File: config.mk
export PLATFORM = sky130hd
export DESIGN_NAME = data_mem_handler_flat
export DESIGN_NICKNAME = d
export VERILOG_FILES = /design/src/rtl/data_mem_handler_pkg.sv /design/src/rtl/data_mem_handler_if.sv /design/src/rtl/data_mem_handler_byte_lane_unit.sv /design/src/rtl/data_mem_handler.sv /design/src/flat_wrapper.sv
export SDC_FILE = /design/constraint.sdc
export NUM_CORES = 1
export LEC_CHECK = 0
export ABC_AREA = 1
export CORE_MARGIN = 4
export CORE_UTILIZATION = 42
export DETAILED_ROUTE_END_ITERATION = 10
export PLACE_DENSITY = 0.83
export SLEW_MARGIN = 10
export SYNTH_ARGS = -nofsm -noshare
export SYNTH_HDL_FRONTEND = slang
export SYNTH_HIERARCHICAL = 1
export SYNTH_SLANG_ARGS = --single-unit
File: constraint.sdc
create_clock -name clk -period 1.6 [get_ports clk]
set_input_delay 0.32 -clock clk [delete_from_list [all_inputs] [get_ports clk]]
set_output_delay 0.32 -clock clk [all_outputs]
set_load 0.01 [all_outputs]
File: src/rtl/data_mem_handler_pkg.sv
// ----------------------------------------------------------------------------
// data_mem_handler_pkg : shared types and constants for the data-memory handler
// Rev 1.0
// ----------------------------------------------------------------------------
`default_nettype none

package data_mem_handler_pkg;

  typedef enum logic [1:0] {
    IDLE = 2'd0,
    REQ  = 2'd1,
    WAIT = 2'd2,
    DONE = 2'd3
  } mem_state_t;

  localparam int         BYTE_LANES = 4;
  localparam logic [3:0] SEL_WORD   = 4'hF;

  function automatic logic [3:0] byte_sel(input logic [1:0] b);
    return 4'b0001 << b;
  endfunction

endpackage

`default_nettype wire

File: src/rtl/data_mem_handler_if.sv
// ----------------------------------------------------------------------------
// data_mem_handler_if : handshaked data-bus between the handler and the memory
// Rev 1.0
// ----------------------------------------------------------------------------
`default_nettype none

interface data_mem_handler_if #(
  parameter int ADDR_W = 32,
  parameter int DATA_W = 32
);
  logic [ADDR_W-1:0] bus_addr;
  logic [DATA_W-1:0] bus_wdata;
  logic [3:0]        bus_sel;
  logic              bus_read;
  logic              bus_write;
  logic              bus_busy;
  logic [DATA_W-1:0] bus_rdata;

  modport master (
    output bus_addr, bus_wdata, bus_sel, bus_read, bus_write,
    input  bus_busy, bus_rdata
  );

  modport slave (
    input  bus_addr, bus_wdata, bus_sel, bus_read, bus_write,
    output bus_busy, bus_rdata
  );
endinterface

`default_nettype wire

File: src/rtl/data_mem_handler_byte_lane_unit.sv
// ----------------------------------------------------------------------------
// data_mem_handler_byte_lane_unit : store replication / byte enables, load
// byte extraction with sign extension. Purely combinational.
// Rev 1.0
// ----------------------------------------------------------------------------
`default_nettype none

module data_mem_handler_byte_lane_unit
  import data_mem_handler_pkg::*;
#(
  parameter int DATA_W = 32
) (
  input  logic              is_byte_i,
  input  logic [1:0]        offset_i,
  input  logic [DATA_W-1:0] wdata_i,
  input  logic [DATA_W-1:0] bus_rdata_i,
  output logic [3:0]        bus_sel_o,
  output logic [DATA_W-1:0] bus_wdata_o,
  output logic [DATA_W-1:0] load_data_o
);

  logic [7:0] lane_byte;

  always_comb begin
    lane_byte = 8'h00;
    case (offset_i)
      2'd0:    lane_byte = bus_rdata_i[7:0];
      2'd1:    lane_byte = bus_rdata_i[15:8];
      2'd2:    lane_byte = bus_rdata_i[23:16];
      default: lane_byte = bus_rdata_i[31:24];
    endcase
  end

  always_comb begin
    bus_sel_o   = SEL_WORD;
    bus_wdata_o = wdata_i;
    load_data_o = bus_rdata_i;
    if (is_byte_i) begin
      bus_sel_o   = byte_sel(offset_i);
      bus_wdata_o = {BYTE_LANES{wdata_i[7:0]}};
      load_data_o = {{(DATA_W-8){lane_byte[7]}}, lane_byte};
    end
  end

endmodule

`default_nettype wire

File: src/rtl/data_mem_handler.sv
// ----------------------------------------------------------------------------
// data_mem_handler : turns LB/LW/SB/SW into one handshaked bus transfer and
// stalls the core until it completes. Optional: MISALIGN_TRAP_EN.
// Rev 1.0
// ----------------------------------------------------------------------------
`default_nettype none

module data_mem_handler
  import data_mem_handler_pkg::*;
#(
  parameter int ADDR_W      = 32,
  parameter int DATA_W      = 32,
  parameter int TIMEOUT_CYC = 255
) (
  input  logic              clk,
  input  logic              nRst,
  input  logic              read_mem,
  input  logic              write_mem,
  input  logic              load_byte,
  input  logic              store_byte,
  input  logic [ADDR_W-1:0] addr,
  input  logic [DATA_W-1:0] wdata,
  output logic [DATA_W-1:0] rdata,
  output logic              stall,
  output logic              done,
  output logic              timeout,
  data_mem_handler_if.master bus
`ifdef MISALIGN_TRAP_EN
  ,
  output logic              misaligned
`endif
);

  localparam int CNT_W = $clog2(TIMEOUT_CYC + 1);

  mem_state_t        state_q,    state_d;
  logic [ADDR_W-1:0] addr_q,     addr_d;
  logic [DATA_W-1:0] wdata_q,    wdata_d;
  logic              is_write_q, is_write_d;
  logic              is_byte_q,  is_byte_d;
  logic [DATA_W-1:0] rdata_q,    rdata_d;
  logic              timeout_q,  timeout_d;
  logic [CNT_W-1:0]  cnt_q,      cnt_d;

  logic              req;
  logic              req_byte;
  logic [3:0]        lane_sel;
  logic [DATA_W-1:0] lane_wdata;
  logic [DATA_W-1:0] load_data;

  assign req      = read_mem | write_mem;
  assign req_byte = write_mem ? store_byte : load_byte;

`ifdef MISALIGN_TRAP_EN
  logic misal_q, misal_d;
  logic req_misal;
  assign req_misal  = ~req_byte & (addr[1:0] != 2'b00);
  assign misaligned = (state_q == DONE) & misal_q;
`endif

  data_mem_handler_byte_lane_unit #(
    .DATA_W (DATA_W)
  ) u_lane (
    .is_byte_i   (is_byte_q),
    .offset_i    (addr_q[1:0]),
    .wdata_i     (wdata_q),
    .bus_rdata_i (bus.bus_rdata),
    .bus_sel_o   (lane_sel),
    .bus_wdata_o (lane_wdata),
    .load_data_o (load_data)
  );

  always_ff @(posedge clk or negedge nRst) begin
    if (!nRst) begin
      state_q    <= IDLE;
      addr_q     <= '0;
      wdata_q    <= '0;
      is_write_q <= 1'b0;
      is_byte_q  <= 1'b0;
      rdata_q    <= '0;
      timeout_q  <= 1'b0;
      cnt_q      <= '0;
`ifdef MISALIGN_TRAP_EN
      misal_q    <= 1'b0;
`endif
    end else begin
      state_q    <= state_d;
      addr_q     <= addr_d;
      wdata_q    <= wdata_d;
      is_write_q <= is_write_d;
      is_byte_q  <= is_byte_d;
      rdata_q    <= rdata_d;
      timeout_q  <= timeout_d;
      cnt_q      <= cnt_d;
`ifdef MISALIGN_TRAP_EN
      misal_q    <= misal_d;
`endif
    end
  end

  always_comb begin
    state_d       = state_q;
    addr_d        = addr_q;
    wdata_d       = wdata_q;
    is_write_d    = is_write_q;
    is_byte_d     = is_byte_q;
    rdata_d       = rdata_q;
    timeout_d     = timeout_q;
    cnt_d         = cnt_q;
`ifdef MISALIGN_TRAP_EN
    misal_d       = misal_q;
`endif
    stall         = 1'b0;
    done          = 1'b0;
    bus.bus_read  = 1'b0;
    bus.bus_write = 1'b0;
    bus.bus_sel   = 4'h0;
    bus.bus_wdata = '0;

    case (state_q)
      IDLE: begin
        if (req) begin
          stall      = 1'b1;
          addr_d     = addr;
          wdata_d    = wdata;
          is_write_d = write_mem;
          is_byte_d  = req_byte;
          timeout_d  = 1'b0;
          cnt_d      = '0;
          state_d    = REQ;
`ifdef MISALIGN_TRAP_EN
          misal_d    = 1'b0;
          if (req_misal) begin
            misal_d = 1'b1;
            rdata_d = '0;
            state_d = DONE;
          end
`endif
        end
      end
      REQ: begin
        stall         = 1'b1;
        bus.bus_read  = ~is_write_q;
        bus.bus_write = is_write_q;
        bus.bus_sel   = lane_sel;
        bus.bus_wdata = lane_wdata;
        state_d       = WAIT;
      end
      WAIT: begin
        stall = 1'b1;
        // A release on the final counted cycle still completes normally.
        if (!bus.bus_busy) begin
          if (!is_write_q) begin
            rdata_d = load_data;
          end
          state_d = DONE;
        end else if (cnt_q == CNT_W'(TIMEOUT_CYC - 1)) begin
          rdata_d   = '0;
          timeout_d = 1'b1;
          state_d   = DONE;
        end else begin
          cnt_d = cnt_q + CNT_W'(1);
        end
      end
      DONE: begin
        done    = 1'b1;
        state_d = IDLE;
      end
      default: begin
        state_d = IDLE;
      end
    endcase
  end

  assign bus.bus_addr = {addr_q[ADDR_W-1:2], 2'b00};
  assign rdata        = rdata_q;
  assign timeout      = (state_q == DONE) & timeout_q;

endmodule

`default_nettype wire

File: src/flat_wrapper.sv
// flat-port wrapper written by rule: the top's interface ports become plain ports
module data_mem_handler_flat import data_mem_handler_pkg::*;
#(
  parameter int ADDR_W      = 32,
  parameter int DATA_W      = 32,
  parameter int TIMEOUT_CYC = 255
)
  (clk, nRst, read_mem, write_mem, load_byte, store_byte, addr, wdata, rdata, stall, done, timeout, bus_bus_addr, bus_bus_wdata, bus_bus_sel, bus_bus_read, bus_bus_write, bus_bus_busy, bus_bus_rdata);
  data_mem_handler_if #(.ADDR_W(ADDR_W), .DATA_W(DATA_W)) bus_i ();
  input  logic clk;
  input  logic nRst;
  input  logic read_mem;
  input  logic write_mem;
  input  logic load_byte;
  input  logic store_byte;
  input  logic [ADDR_W-1:0] addr;
  input  logic [DATA_W-1:0] wdata;
  output logic [DATA_W-1:0] rdata;
  output logic stall;
  output logic done;
  output logic timeout;
  output wire logic [$bits(bus_i.bus_addr)-1:0] bus_bus_addr;
  output wire logic [$bits(bus_i.bus_wdata)-1:0] bus_bus_wdata;
  output wire logic [$bits(bus_i.bus_sel)-1:0] bus_bus_sel;
  output wire logic [$bits(bus_i.bus_read)-1:0] bus_bus_read;
  output wire logic [$bits(bus_i.bus_write)-1:0] bus_bus_write;
  input wire logic [$bits(bus_i.bus_busy)-1:0] bus_bus_busy;
  input wire logic [$bits(bus_i.bus_rdata)-1:0] bus_bus_rdata;
  assign bus_bus_addr = bus_i.bus_addr;
  assign bus_bus_wdata = bus_i.bus_wdata;
  assign bus_bus_sel = bus_i.bus_sel;
  assign bus_bus_read = bus_i.bus_read;
  assign bus_bus_write = bus_i.bus_write;
  assign bus_i.bus_busy = bus_bus_busy;
  assign bus_i.bus_rdata = bus_bus_rdata;
  data_mem_handler #(.ADDR_W(ADDR_W), .DATA_W(DATA_W), .TIMEOUT_CYC(TIMEOUT_CYC)) u_core (.clk(clk), .nRst(nRst), .read_mem(read_mem), .write_mem(write_mem), .load_byte(load_byte), .store_byte(store_byte), .addr(addr), .wdata(wdata), .rdata(rdata), .stall(stall), .done(done), .timeout(timeout), .bus(bus_i));
endmodule
# Word level (Yosys, flattened, before mapping)
# Index checks and enable logic that the tools add are counted.
[classes] n_eq_ne=13 reduce_logical=9 n_mux=27 n_shift=1 bitwise_logic=3 n_addsub=1
[op_table] op="$mux W32" count=6
[op_table] op="$mux W8" count=3
[op_table] op="$pmux W8 S3" count=1
[op_table] op="$pmux W8 S2" count=1
[op_table] op="$add A8 B1 Y8 const B" count=1
[op_table] op="$eq A8 B8 Y1 const B" count=1
[op_table] op="$mux W1" count=8
[op_table] op="$mux W4" count=2
[op_table] op="$pmux W2 S4" count=1
[op_table] op="$reduce_and A4 Y1" count=2
[op_table] op="$eq A2 B2 Y1 const B" count=3
[op_table] op="$mux W2" count=3
[op_table] op="$ne A2 B1 Y1 const B" count=3
[op_table] op="$ne A2 B2 Y1 const B" count=3
[op_table] op="$eq A2 B1 Y1 const B" count=2
[op_table] op="$logic_not A2 Y1" count=2
[op_table] op="$pmux W1 S2" count=2
[op_table] op="$reduce_and A2 Y1" count=2
[op_table] op="$shl A1 B2 Y4 const A" count=1
[op_table] op="$ne A3 B2 Y1 const B" count=1
[op_table] op="$reduce_and A3 Y1" count=1
[op_table] op="$reduce_bool A2 Y1" count=1
[op_table] op="$reduce_or A2 Y1" count=1
[op_table] op="$and A1 B1 Y1" count=1
[op_table] op="2 further kinds" count=2
[totals] in_bits=103 register_bits=109

# Depth between registers and ports, before layout
# Gate-level depths: netlist of the first run.
[logic_depth] depth_word=5 mapped_depth=11 ltp_nobuf=10

# Modules after synthesis
# Netlist of the first run, hierarchy kept.
[modules_own_cells] mod="data_mem_handler" seq_area_each_um2=2727.6 area_per_inst_um2=5212.5 cells_per_inst=648 instances=1
[modules_own_cells] mod="data_mem_handler_byte_lane_unit" seq_area_each_um2=0.0 area_per_inst_um2=874.6 cells_per_inst=205 instances=1

# Worst setup path before layout of the first run
# No wires, ideal clock.
[synth_timing] path_kind="reg-to-output" startpoint="register u_core.state_q[1]" endpoint="output bus_bus_sel[0]" t_arrival_ps=1274 path_buffers=2 t_required_ps=1280 stages_incl_launch_ff=7 setup_slack_ps=6 path_cell_list="dfrtp_1 > inv_1 > ha_1 > clkbuf_1 > buf_2 > nand2_1 > inv_1"
[synth_between] elab_chain_cells=2
[synth_rtl] item="start: declaration" line="data_mem_handler.sv:36" text="mem_state_t state_q, state_d;"
[synth_rtl] item="start signal: assignment" line="data_mem_handler.sv:87" text="state_q <= state_d;"
[synth_rtl] item="$eq A2 B1 Y1" line="data_mem_handler.sv:120" text="case (state_q)"
[synth_rtl] item="$mux W4" line="data_mem_handler.sv:120"
[synth_rtl] item="end: declaration" line="flat_wrapper.sv:24" text="output wire logic [$bits(bus_i.bus_sel)-1:0] bus_bus_sel;"
# No other way between the ends.

# Worst setup path after layout of the first run
[layout_timing] startpoint="register u_core.state_q[1]" endpoint="output bus_bus_wdata[8]"
[layout_between] elab_chain_cells=2
[layout_rtl] item="$eq A2 B1 Y1" line="data_mem_handler.sv:120"
[layout_rtl] item="$mux W32" line="data_mem_handler.sv:120"
[layout_rtl] item="end: declaration" line="flat_wrapper.sv:23" text="output wire logic [$bits(bus_i.bus_wdata)-1:0] bus_bus_wdata;"
# No other way between the ends.

==> results of run 1 <==
## routing by layer
layer | track usage, % | vias up | routed length [um]
met5 | 0 | - | 0
met4 | 7.55 | 0 | 700
met3 | 4.48 | 58 | 1840
met2 | 36.2 | 331 | 10000
met1 | 26.4 | 2881 | 7600
li1 | - | 2968 | -
## flip-flops by register name, indices dropped and copies added (netlist names)
name and cells:
u_core/rdata 32, u_core/wdata_q 32, u_core/is_byte_q 1, u_core/cnt_q 8, u_core/is_write_q 1, u_core/state_q 2, u_core/addr_q 32, u_core/timeout_q 1
## final cells by class
type                       count  area (um^2)
inverter                      59          239
multi-input combinational    605         3020
fill                        1133         4640
clock inverter                 2         15.0
sequential                   109         2730
timing repair buffer         268         2940
clock buffer                  10          229
tap                          180          225
## kinds of logic (layout without fill, tap and decap cells)
kind of cell | Yosys count | count (layout) | share of synthesized area (%)
and+or+nand+nor | 567 | 571 | 38.7
buffers and inverters | 144 | 339 | 12.5
DFF | 109 | 109 | 44.8
AOI/OAI and AO/OA | 24 | 24 | 2.24
adders and majority gates | 8 | 8 | 1.64
other | 1 | 2 | 0.0616
## worst max-delay path by stage
| stage | end | slack, ns | depth (start not counted) | startpoint |
|---|---|---|---|---|
| finish | bus_bus_wdata[8] | -0.27 | 6 | u_core/state_q[1] |
| global route | bus_bus_wdata[8] | -0.33 | 6 | u_core/state_q[1] |
| CTS | bus_bus_wdata[26] | -0.25 | 6 | u_core/state_q[1] |
| detailed placement | stall | -0.38 | 6 | write_mem |
| global placement | stall | -0.37 | 6 | write_mem |
| floorplan | bus_bus_sel[0] | 0.006 | 6 | u_core/state_q[1] |
## critical path, cell delays in order (launching register included)
cell and delay [ns]:
dfrtp_1 0.40, inv_2 0.11, ha_4 0.26, clkbuf_16 0.21, nand2_2 0.07, inv_2 0.06
buf_6 0.09
## stage by stage
stage	instance area [um^2]	TNS, ns	setup WS, ns
floorplan	6090	0	0.00594
global placement	8250	-18.31	-0.370
detailed placement	8250	-20.82	-0.383
CTS	8620	-5.80	-0.252
global route	9400	-14.86	-0.330
finish	9400	-9.39	-0.268
## cells in the final DEF (no fill, tap or decap), types with 3 or more instances in the layout
cell,n
clkdlybuf4s50_1,127
o21ai_0,14
inv_1,21
nand3_1,27
nand4_1,32
nand2_4,7
ha_4,4
dfrtp_1,107
nand2_2,80
buf_12,13
buf_6,35
nor2_2,6
o21ai_1,4
dlymetal6s2s_1,21
inv_4,3
nor2_4,11
clkbuf_16,15
dlygate4sd2_1,15
inv_2,33
buf_4,31
nand2_8,4
buf_2,13
buf_16,4
ha_1,3
nand2_1,386
nor2_1,13
## repair_timing
| action | 4_1_cts | 5_1_grt |
|---|---|---|
| pin swaps | 6 | 49 |
| setup buffers | 4 | 12 |
| gates cloned | 6 | 9 |
| resized for setup | 228 | 177 |
| endpoints found under the setup margin | 97 | 167 |
## power by group through the flow
stage	Combinational [mW]	Sequential (mW)	Clock, mW
finish	11.7	4.90	1.99
global route	12.6	5.06	2.15
CTS	9.65	4.88	2.04
detailed placement	9.16	4.88	0
global placement	8.99	4.84	0
floorplan	5.30	4.91	0
==> impl_metrics.csv, run 1 <==
group,metric,value,unit
status,outcome,"complete, but fails checks",
status,violations,"negative setup slack",
detailed_routing,vias,6238,
synth,synth_seq_cells,109,
setup_path,worstPathRequired,1.28,ns
detailed_routing,vias_per_cell,5.06,
global_route,grt_overflow_total,0,
sta,setup_violations,67,
die,start_util,43.3,%
sta,clock_skew,0.00917,ns
power,seqPwrFrac,26.3,%
synth,synthTopCellsByArea,"dfrtp_1 45%, nand2_1 28%, buf_4 5.1%",
placed_design,dp_cells,1194,
finish,area_growth,54.4,%
hold_path,hp-class,"input pin to async pin",
synth,yosys.area.top_type,"dfrtp_1",
sta,final.period_utilization,117,%
power,p_total,18.6,mW
setup_path,reg2reg_to,"u_core/rdata[22]",
global_route,grt_start_max_net_pins,110,
power,p_int,10.6,mW
power,clock_power_share,10.7,%
sta,grt_setup_unrepaired,"true",
detailed_routing,dr.pass1.iters,6,
cts,clk_pin_slew_worst_paths,0.07,ns
power,switching_share,43.1,%
global_route,grt_usage,21.1,%
sta,clock.fmax,0.535,GHz
synth,synth_edf_count,0,
cts,postCtsHoldBufs,0,
synth,syn_area,6090,um^2
cts,cts-buffers-inserted,9,
cts,clk_latency,0.35,ns
cts,cts_sinks,109,
detailed_routing,initialDrtViolationCount,720,
cts,cts_tree,"built",
setup_path,timing.rr.start,"u_core/is_byte_q",
setup_path,path_class,"flip-flop to primary output",
detailed_routing,ant_nets,0,
setup_path,end_kind,"primary output",
cts,cts_root_buf,"clkbuf_16",
finish,post-route-util,66.9,%
synth,yosysMostFrequentCell,"nand2_1",
finish,drive_above_1_share,26.4,%
sta,period_needed,1.87,ns
sta,slew-limit-headroom,60.8,%
die,design.core.area,14000,um^2
sta,worst_slew_pin_slew,0.588,ns
global_route,grt_pass1_vias,5766,
finish,fin_cells,1233,
sta,layout_setup_ws,-0.268,ns
synth,netlist.area_leader.share,44.8,%
power,leakage,5.19,nW
power,power_switching,8.00,mW
die,die_x,128,um
detailed_routing,wl_per_cell,16.4,um
sta,maxSlewViolCount,0,
finish,diodes,0,
sta,whs,0.0551,ns
synth,ys.flop_type,"dfrtp_1",
power,vdd_drop_max,0.876,mV
placed_design,place_congestion,0.889,
power,pwr-share-comb,63.0,%
global_route,antenna_found_initial,0,
setup_path,r2r_cells,9,
setup_path,arrival,1.55,ns
die,io_pins,208,
setup_path,cp-start-kind,"flip-flop",
detailed_routing,drc,0,
power,power_density,1980,nW/um^2
placed_design,post-dp-hpwl,12200,um
die,core.rowCount,43,
synth,postSynthAreaPerCell,7.14,um^2
die,dieArea,16500,um^2
flow_run,maxCapViolations,0,
synth,syn_inst,853,
sta,hold_viol_final,0,
placed_design,port_buffers,205,
detailed_routing,wl,20200,um
synth,ys_types,22,
synth,seq_area_frac_synth,44.8,%
finish,final_nets,1163,
setup_path,reg2reg_slack,-0.04,ns
synth,synth_common_cells,"446 x nand2_1, 109 x dfrtp_1, 54 x inv_1",
global_route,grt_first_pass_wirelength,28100,um
cts,htreeDepth,3,
synth,async_flop_share,100,%
setup_path,cp_max_fo,8,
synth,synth_warnings,6,
die,chipHeight,128,um
cts,cts.path.max_buffers,2,
(Power assumes the default switching activity.)
==> run 2: changes to the inputs <==
- CTS_CLUSTER_DIAMETER: not set -> 120
==> results of run 2 <==
The final DEF is identical to that of run 1; final timing and power are the same.
